$ cat config.mk
export PLATFORM = sky130hd
export DESIGN_NAME = sram_mbist_march_ctrl
export DESIGN_NICKNAME = d
export VERILOG_FILES = /design/src/rtl/sram_mbist_march_ctrl.sv
export SDC_FILE = /design/constraint.sdc
export NUM_CORES = 1
export LEC_CHECK = 0
export ABC_AREA = 1
export CAP_MARGIN = 20
export CORE_AREA = 2 2 82 84
export CTS_CLUSTER_DIAMETER = 100
export CTS_CLUSTER_SIZE = 30
export DETAILED_ROUTE_END_ITERATION = 8
export DIE_AREA = 0 0 84 86
export PLACE_DENSITY = 0.78
export SETUP_SLACK_MARGIN = 0.05
export SLEW_MARGIN = 20
export SYNTH_ARGS = -nofsm -noshare
export SYNTH_HDL_FRONTEND = slang
export SYNTH_SLANG_ARGS = --single-unit
$ cat constraint.sdc
create_clock -name clk_i -period 2.8 [get_ports clk_i]
set_input_delay 0.56 -clock clk_i [delete_from_list [all_inputs] [get_ports clk_i]]
set_output_delay 0.56 -clock clk_i [all_outputs]
set_load 0.01 [all_outputs]
$ cat src/rtl/sram_mbist_march_ctrl.sv
// March C- memory-BIST engine for one single-port SRAM macro with bit mask.
// Drives registered BIST-port controls and checks read data READ_LAT cycles after each read.
module sram_mbist_march_ctrl #(
  parameter int unsigned       DATA_W   = 8,
  parameter int unsigned       ADDR_W   = 9,
  parameter int unsigned       DEPTH    = 512,
  parameter int unsigned       READ_LAT = 1,
  parameter logic [DATA_W-1:0] BG       = '0,
  parameter int unsigned       CNT_W    = 8
) (
  input  logic              clk_i,
  input  logic              rst_ni,
  input  logic              start_i,
  input  logic              abort_i,
  output logic              bist_en_o,
  output logic              bist_men_o,
  output logic              bist_wen_o,
  output logic              bist_ren_o,
  output logic [ADDR_W-1:0] bist_addr_o,
  output logic [DATA_W-1:0] bist_din_o,
  output logic [DATA_W-1:0] bist_bm_o,
  input  logic [DATA_W-1:0] bist_dout_i,
  output logic              busy_o,
  output logic              done_o,
  output logic              pass_o,
  output logic [ADDR_W-1:0] fail_addr_o,
  output logic [DATA_W-1:0] fail_mask_o,
  output logic [CNT_W-1:0]  fail_cnt_o,
  output logic [2:0]        element_o
);

  // state   | meaning
  // IDLE    | waiting for start; results of an aborted run are held
  // M0..M5  | March C- elements, one SRAM op per cycle
  // DRAIN   | last reads still travelling through the compare pipeline
  // DONE    | results valid until the next start
  typedef enum logic [3:0] {
    S_IDLE, S_M0, S_M1, S_M2, S_M3, S_M4, S_M5, S_DRAIN, S_DONE
  } state_t;

  localparam logic [ADDR_W-1:0] ADDR_LAST = ADDR_W'(DEPTH - 1);

  function automatic logic elem_up(input state_t s);
    return !(s == S_M3 || s == S_M4);
  endfunction

  function automatic logic elem_two_op(input state_t s);
    return (s == S_M1 || s == S_M2 || s == S_M3 || s == S_M4);
  endfunction

  function automatic logic [DATA_W-1:0] rd_pat(input state_t s);
    return (s == S_M2 || s == S_M4) ? ~BG : BG;
  endfunction

  function automatic logic [DATA_W-1:0] wr_pat(input state_t s);
    return (s == S_M1 || s == S_M3) ? ~BG : BG;
  endfunction

  function automatic state_t next_elem(input state_t s);
    case (s)
      S_M0:    return S_M1;
      S_M1:    return S_M2;
      S_M2:    return S_M3;
      S_M3:    return S_M4;
      S_M4:    return S_M5;
      default: return S_DRAIN;
    endcase
  endfunction

  state_t              state_q, state_n;
  logic                phase_q, phase_n;
  logic [1:0]          drain_q, drain_n;
  logic [ADDR_W-1:0]   addr_n;
  logic [DATA_W-1:0]   exp_q;
  logic                busy, flush, start_acc, last_addr;
  logic                op_men, op_wen, op_ren;

  assign busy      = (state_q != S_IDLE) && (state_q != S_DONE);
  assign flush     = abort_i && busy;
  assign start_acc = start_i && !busy;
  assign last_addr = elem_up(state_q) ? (bist_addr_o == ADDR_LAST) : (bist_addr_o == '0);

  always_comb begin
    state_n = state_q;
    addr_n  = bist_addr_o;
    phase_n = phase_q;
    drain_n = drain_q;
    case (state_q)
      S_IDLE, S_DONE: begin
        if (start_i) begin
          state_n = S_M0;
          addr_n  = '0;
          phase_n = 1'b0;
        end
      end
      S_DRAIN: begin
        if (drain_q == 2'd0) state_n = S_DONE;
        else                 drain_n = drain_q - 2'd1;
      end
      default: begin
        if (elem_two_op(state_q) && !phase_q) begin
          phase_n = 1'b1;
        end else begin
          phase_n = 1'b0;
          if (last_addr) begin
            state_n = next_elem(state_q);
            // DRAIN counts as "up" so the address parks at 0 once the march ends
            addr_n  = elem_up(state_n) ? '0 : ADDR_LAST;
            drain_n = 2'(READ_LAT - 1);
          end else if (elem_up(state_q)) begin
            addr_n = bist_addr_o + ADDR_W'(1);
          end else begin
            addr_n = bist_addr_o - ADDR_W'(1);
          end
        end
      end
    endcase
    if (flush) begin
      state_n = S_IDLE;
      addr_n  = '0;
      phase_n = 1'b0;
      drain_n = 2'd0;
    end
  end

  assign op_men = (state_n inside {[S_M0:S_M5]});
  assign op_wen = op_men && (state_n == S_M0 || phase_n);
  assign op_ren = op_men && !op_wen;

  always_ff @(posedge clk_i) begin
    if (!rst_ni) begin
      state_q     <= S_IDLE;
      phase_q     <= 1'b0;
      drain_q     <= 2'd0;
      bist_en_o   <= 1'b0;
      bist_men_o  <= 1'b0;
      bist_wen_o  <= 1'b0;
      bist_ren_o  <= 1'b0;
      bist_addr_o <= '0;
      bist_din_o  <= '0;
      bist_bm_o   <= '0;
      exp_q       <= '0;
    end else begin
      state_q     <= state_n;
      phase_q     <= phase_n;
      drain_q     <= drain_n;
      bist_en_o   <= (state_n inside {[S_M0:S_DRAIN]});
      bist_men_o  <= op_men;
      bist_wen_o  <= op_wen;
      bist_ren_o  <= op_ren;
      bist_addr_o <= addr_n;
      bist_din_o  <= op_wen ? wr_pat(state_n) : '0;
      bist_bm_o   <= op_wen ? '1 : '0;
      exp_q       <= op_ren ? rd_pat(state_n) : '0;
    end
  end

  // Compare pipeline: stage 0 captures the read cycle currently on the port
  logic [READ_LAT-1:0]             pv_q;
  logic [READ_LAT-1:0][ADDR_W-1:0] pa_q;
  logic [READ_LAT-1:0][DATA_W-1:0] pe_q;
  logic                            cmp_v;
  logic [DATA_W-1:0]               mism;

  always_ff @(posedge clk_i) begin
    if (!rst_ni || flush) begin
      pv_q <= '0;
      pa_q <= '0;
      pe_q <= '0;
    end else begin
      pv_q[0] <= bist_ren_o;
      pa_q[0] <= bist_addr_o;
      pe_q[0] <= exp_q;
      for (int i = 1; i < READ_LAT; i++) begin
        pv_q[i] <= pv_q[i-1];
        pa_q[i] <= pa_q[i-1];
        pe_q[i] <= pe_q[i-1];
      end
    end
  end

  assign cmp_v = pv_q[READ_LAT-1] && !flush;
  assign mism  = bist_dout_i ^ pe_q[READ_LAT-1];

  always_ff @(posedge clk_i) begin
    if (!rst_ni || start_acc) begin
      fail_addr_o <= '0;
      fail_mask_o <= '0;
      fail_cnt_o  <= '0;
    end else if (cmp_v && (mism != '0)) begin
      fail_mask_o <= fail_mask_o | mism;
      if (fail_cnt_o == '0) fail_addr_o <= pa_q[READ_LAT-1];
      if (fail_cnt_o != '1) fail_cnt_o  <= fail_cnt_o + CNT_W'(1);
    end
  end

  assign busy_o = busy;
  assign done_o = (state_q == S_DONE);
  assign pass_o = done_o && (fail_cnt_o == '0);

  always_comb begin
    element_o = 3'd7;
    case (state_q)
      S_M0:    element_o = 3'd0;
      S_M1:    element_o = 3'd1;
      S_M2:    element_o = 3'd2;
      S_M3:    element_o = 3'd3;
      S_M4:    element_o = 3'd4;
      S_M5:    element_o = 3'd5;
      S_DRAIN: element_o = 3'd6;
      default: element_o = 3'd7;
    endcase
  end

endmodule
Word-level counts from Yosys, hierarchy flattened
Index checks and enable logic that the tools add are counted.
Storage, ports and cells
  bits in registers: 87
  input port bits: 12
  output and inout bits: 60
  word-level logic and storage cells: 122
Operators by class
  add/sub/neg operators: 4
  order comparisons: 3
  equal/unequal tests: 22
  multiplexer cells: 29
  bitwise gates (word level): 5
  reduce and logical (&&, ||, !) cells: 42
Operator list (number)
  $mux 9: 5
  $eq 4x3->1 const B: 8
  $mux 4: 8
  $mux 8: 3
  $pmux 3 s7: 1
  $pmux 9 s2: 1
  $eq 4x2->1 const B: 4
  $pmux 3 s5: 1
  $logic_and 1x1->1: 11
  $logic_or 1x1->1: 10
  $add 9x1->9 const B: 1
  $eq 9x9->1 const B: 1
  $logic_not 9->1: 1
  $sub 9x1->9 const B: 1
  $add 8x1->8 const B: 1
  $eq 4x1->1 const B: 2
  $le 4x3->1 const B: 2
  $logic_not 8->1: 1
  $ne 8x8->1 const B: 1
  $or 8x8->8: 1
  $pmux 4 s2: 1
  $reduce_and 2->1: 4
  $reduce_bool 8->1: 1
  $xor 8x8->8: 1
  20 further kinds: 34

Depth between registers and ports, before layout
  depth after elaboration: 17
  mapped depth: 16
  gate-level depth less buffers: 16

Worst setup path before layout
OpenSTA, ideal clock, no wires.
  path kind: register -> register
  start point: register state_q[2]
  end point: register bist_addr_o[8]
  library setup time: 0.112 ns
  arrival time: 2.024 ns
  setup slack: 0.664 ns
  cell stages (with the launch flop): 14
  cells stage by stage: dfxtp_1 nand3_4 inv_1 ha_1 a21oi_1 o21ai_0 nand2_1 nand2_1 a21oi_1 o21ai_0 a21oi_1 o21ai_0 nand2_1 nand2_1
On the way
  longest elaborated chain between the ends: 11
  elaborated cells on any way between the ends: 36
  classes of those cells: eq/ne: 12; mux: 10; bitwise: 1; reduce/logical: 13
Ends and longest elaborated chain
  from (decl): line 70  | state_t state_q, state_n;
  from (signal assigned): line 144  | state_q <= state_n;
  $eq 4x3->1 (tied with other cells): line 44, 48, 60
  $pmux 3 s5: line 60  | case (s)
  $mux 4: line 105  | if (last_addr) begin
  $mux 4: line 101  | if (elem_two_op(state_q) && !phase_q) begin
  $mux 4: line 88  | case (state_q)
  $eq 4x3->1: line 44  | return !(s == S_M3 || s == S_M4);
  $logic_or 1x1->1: line 44
  $mux 9: line 108  | addr_n = elem_up(state_n) ? '0 : ADDR_LAST;
  $mux 9: line 105
  $mux 9: line 101
  $pmux 9 s2: line 88
  to (signal assigned): line 151  | bist_addr_o <= addr_n;
  to (decl): line 19  | output logic [ADDR_W-1:0] bist_addr_o,
Parallel ways exist; a longest one is shown, timed or not. The select of a mux whose other input is x is not followed.
A chain may end at the register's enable or synchronous reset.

Worst setup path after layout
  start point: register fail_cnt_o[0]
  end point: output port pass_o
On the way
  longest elaborated chain between the ends: 2
Ends and longest elaborated chain
  from (decl): line 28  | output logic [CNT_W-1:0] fail_cnt_o,
  from (signal assigned): line 193  | if (fail_cnt_o != '1) fail_cnt_o <= fail_cnt_o + CNT_W'(1);
  $logic_not 8->1: line 199  | assign pass_o = done_o && (fail_cnt_o == '0);
  $logic_and 1x1->1: line 199
  to (decl): line 25  | output logic pass_o,
Every way passes these cells.

==> flow_metrics.py <==
metrics = {
    "synthesis": {
        "synth_fp_nets": 442,
        "synth_flop_cell": "dfxtp_1",
        "yosysTopAreaCell": "dfxtp_1",
        "netlist_area_um2": 3090,
        "synth.area.top_cells": "dfxtp_1 (38%), nand2_1 (9.1%), inv_1 (6.7%)",
        "synth_area_per_cell_um2": 7.38,
        "ys_ff_latch": 58,
        "synth.top_cell.area_share_pct": 37.6,
        "synthCells": 419,
        "yosysWarnings": 0,
        "synth_edf_count": 0,
        "seq_area_frac_synth_pct": 37.6,
        "synth_async_sr_flop_share_pct": 0,
        "synthTopCellsByCount": "nand2_1 (75), dfxtp_1 (58), inv_1 (55), nor2_1 (38), a21oi_1 (36)",
        "ys_types": 38,
        "yosysMostFrequentCell": "nand2_1",
    },
    "clock_tree": {
        "cts_buffers": 9,
        "cts_max_level": 3,
        "cts_root_buf": "clkbuf_8",
        "cts_sinks": 58,
        "ctsHoldBuffers": 0,
        "post_cts_buffers": 0,
        "clockBufferDepth": 2,
        "clkTransAtPathRegs_ns": 0.07,
        "clock_latency_ns": 0.33,
        "cts_tree": "yes",
    },
    "worst_setup_path": {
        "path_class": "register to primary output",
        "crit_required_ns": 2.24,
        "worstSetupStartpointType": "register",
        "path_max_fanout": 4,
        "cp-end-kind": "primary output",
        "cp_data_arrival_time_ns": 2.02,
    },
    "die": {
        "die_x_um": 84,
        "coreArea_um2": 6280,
        "dieArea_um2": 7220,
        "initial_utilization_pct": 49.2,
        "ios": 72,
        "core.rowCount": 29,
        "chipHeight_um": 86,
    },
    "sta": {
        "fin_setup_tns_ns": 0,
        "max_slew.worst_pin.slew_ns": 0.529,
        "max_freq_mhz": 387,
        "grt_setup_unrepaired": "no",
        "slew_violations": 0,
        "slew_headroom_pct": 64.5,
        "finClkSkew_ns": 0.00432,
        "min_period_over_period_pct": 92.2,
        "min_period_ns": 2.58,
        "hold_viol_final": 0,
        "setup_viol": 0,
    },
    "grt": {
        "grt_pass1_wl_um": 11400,
        "grt_usage_pct": 19.4,
        "grt_max_degree": 19,
        "grt_pass1_vias": 2586,
        "grt_antenna_before_repair": 0,
        "overflow": 0,
    },
    "routing": {
        "finalWirelength_um": 6770,
        "drt_iter0_markers": 123,
        "wl_per_cell_um": 12.0,
        "drc_errors": 0,
        "first_pass_iters": 4,
        "detailroute.via_count": 2784,
        "via_per_inst": 4.92,
        "antenna_left": 0,
    },
    "power_and_ir_drop": {
        "power_density_nw_per_um2": 472,
        "power.share.sequential_pct": 45.2,
        "p_clk_share_pct": 41.8,
        "ir_drop_v": 0.000256,
        "power_mw": 1.89,
        "power_switching_mw": 0.484,
        "p_leak_nw": 1.64,
        "intPower_mw": 1.40,
        "switching_share_pct": 25.7,
        "pwr-share-comb_pct": 12.9,
    },
    "placement": {
        "port_buffers": 71,
        "gp_congestion": 0.856,
        "place_area_um2": 3780,
        "hpwl_um": 5230,
    },
    "status": {
        "status": "finished clean",
    },
    "worst_hold_path": {
        "hp-class": "register to register",
    },
    "cells_and_area": {
        "regArea_um2": 1160,
        "synthToLayoutAreaGrowth_pct": 29.2,
        "nNetsFinal": 507,
        "diodes": 0,
        "final_util_pct": 63.6,
        "multi_input_area_um2": 1540,
        "design_area_um2": 3990,
        "fillers": 549,
        "drive_above_1_share_pct": 14.3,
    },
    "flow_run": {
        "maxCapViolations": 0,
    },
}
==> worst max-delay path: stages, from the launching register on <==
cell             delay, ns
dfxtp_1               0.33
inv_1                 0.11
ha_1                  0.16
nand4_1               0.10
nor4_2                0.27
and2_1                0.18
clkdlybuf4s50_1       0.54
==> layout by cell type, fill, tap and decap left out, drive strengths merged, types with 3 or more instances in the layout <==
cell	netlist	layout
nor2	48	48
nand4	4	4
nand3	24	24
nand2	93	93
or2	3	3
a22o	3	3
clkbuf	3	11
clkdlybuf4s50	0	71
buf	17	3
xnor2	5	5
ha	10	10
dfxtp	58	58
nor3	3	3
a21oi	38	38
xor2	8	8
clkinv	1	4
inv	67	67
o21ai	24	24
==> cell families (layout without fill, tap and decap cells) <==
kind of cell               Yosys count  after routing  synth area share [%]
DFF                                 58             58                  37.6
adders and majority gates           11             11                  4.70
xor gates and xnor gates            13             13                  3.68
AOI/OAI and AO/OA                   71             71                  13.0
and+or+nand+nor                    178            178                  28.3
buffers and inverters               88            158                  12.8
==> path summary, 6_finish.rpt <==
| check | end | startpoint | cells after the start | slack (ns) |
|---|---|---|---|---|
| max reg2reg | bist_addr_o[8] | state_q[2] | 13 | 0.35 |
| max | pass_o | fail_cnt_o[0] | 6 | 0.22 |
| min | pe_q[6] | exp_q[6] | 2 | 0.41 |
| min reg2reg | pe_q[6] | exp_q[6] | 2 | 0.41 |
==> registers in the layout, summed over array words and instances, names as in the netlist <==
register and cells:
bist_addr_o 9, bist_bm_o 1, bist_din_o 1, bist_en_o 1
bist_men_o 1, bist_ren_o 1, drain_q 2, exp_q 1
fail_addr_o 9, fail_cnt_o 8, fail_mask_o 8, pa_q 9
pe_q 1, phase_q 1, pv_q 1, state_q 4
==> layer usage <==
metal	part of all wire, %	GRT usage, %	wire (µm)	vias to the layer above
li1	-	-	-	1449
met1	46	24.3	3100	1231
met2	47	32.4	3190	86
met3	4.9	4.72	331	18
met4	2.3	7.48	153	0
met5	0	0	0	-
==> power by group through the flow <==
stage	Sequential, mW	Clock [mW]	Combinational [mW]
after floorplan	0.875	0	0.149
after global placement	0.871	0	0.241
after detailed placement	0.871	0	0.243
after CTS	0.853	0.806	0.246
after global routing	0.854	0.850	0.270
final	0.853	0.789	0.244
==> cell type report <==
class                           instances  area share, %
Inverter                               68           6.45
Clock buffer                           11           3.79
Tap cell                               77           2.41
Multi-Input combinational cell        273           38.6
Clock inverter                          5           1.32
Sequential cell                        58           29.1
Timing Repair Buffer                   74           18.4
==> what timing repair did <==
action,4_1_cts,5_1_grt
endpoints found under the setup margin,1,0
hold endpoints to repair,0,0
resized for setup,1,0
==> through the flow <==
step           hold WS [ns]  setup slack [ns]  instances
2_1_floorplan         0.394             0.664        419
3_3_place_gp          0.406             0.457        550
4_1_cts               0.414             0.157        566
6_report              0.413             0.219        566
5_1_grt               0.445             0.117        566
3_5_place_dp          0.406             0.374        550
Note: power is estimated with default switching activity, not from simulation.
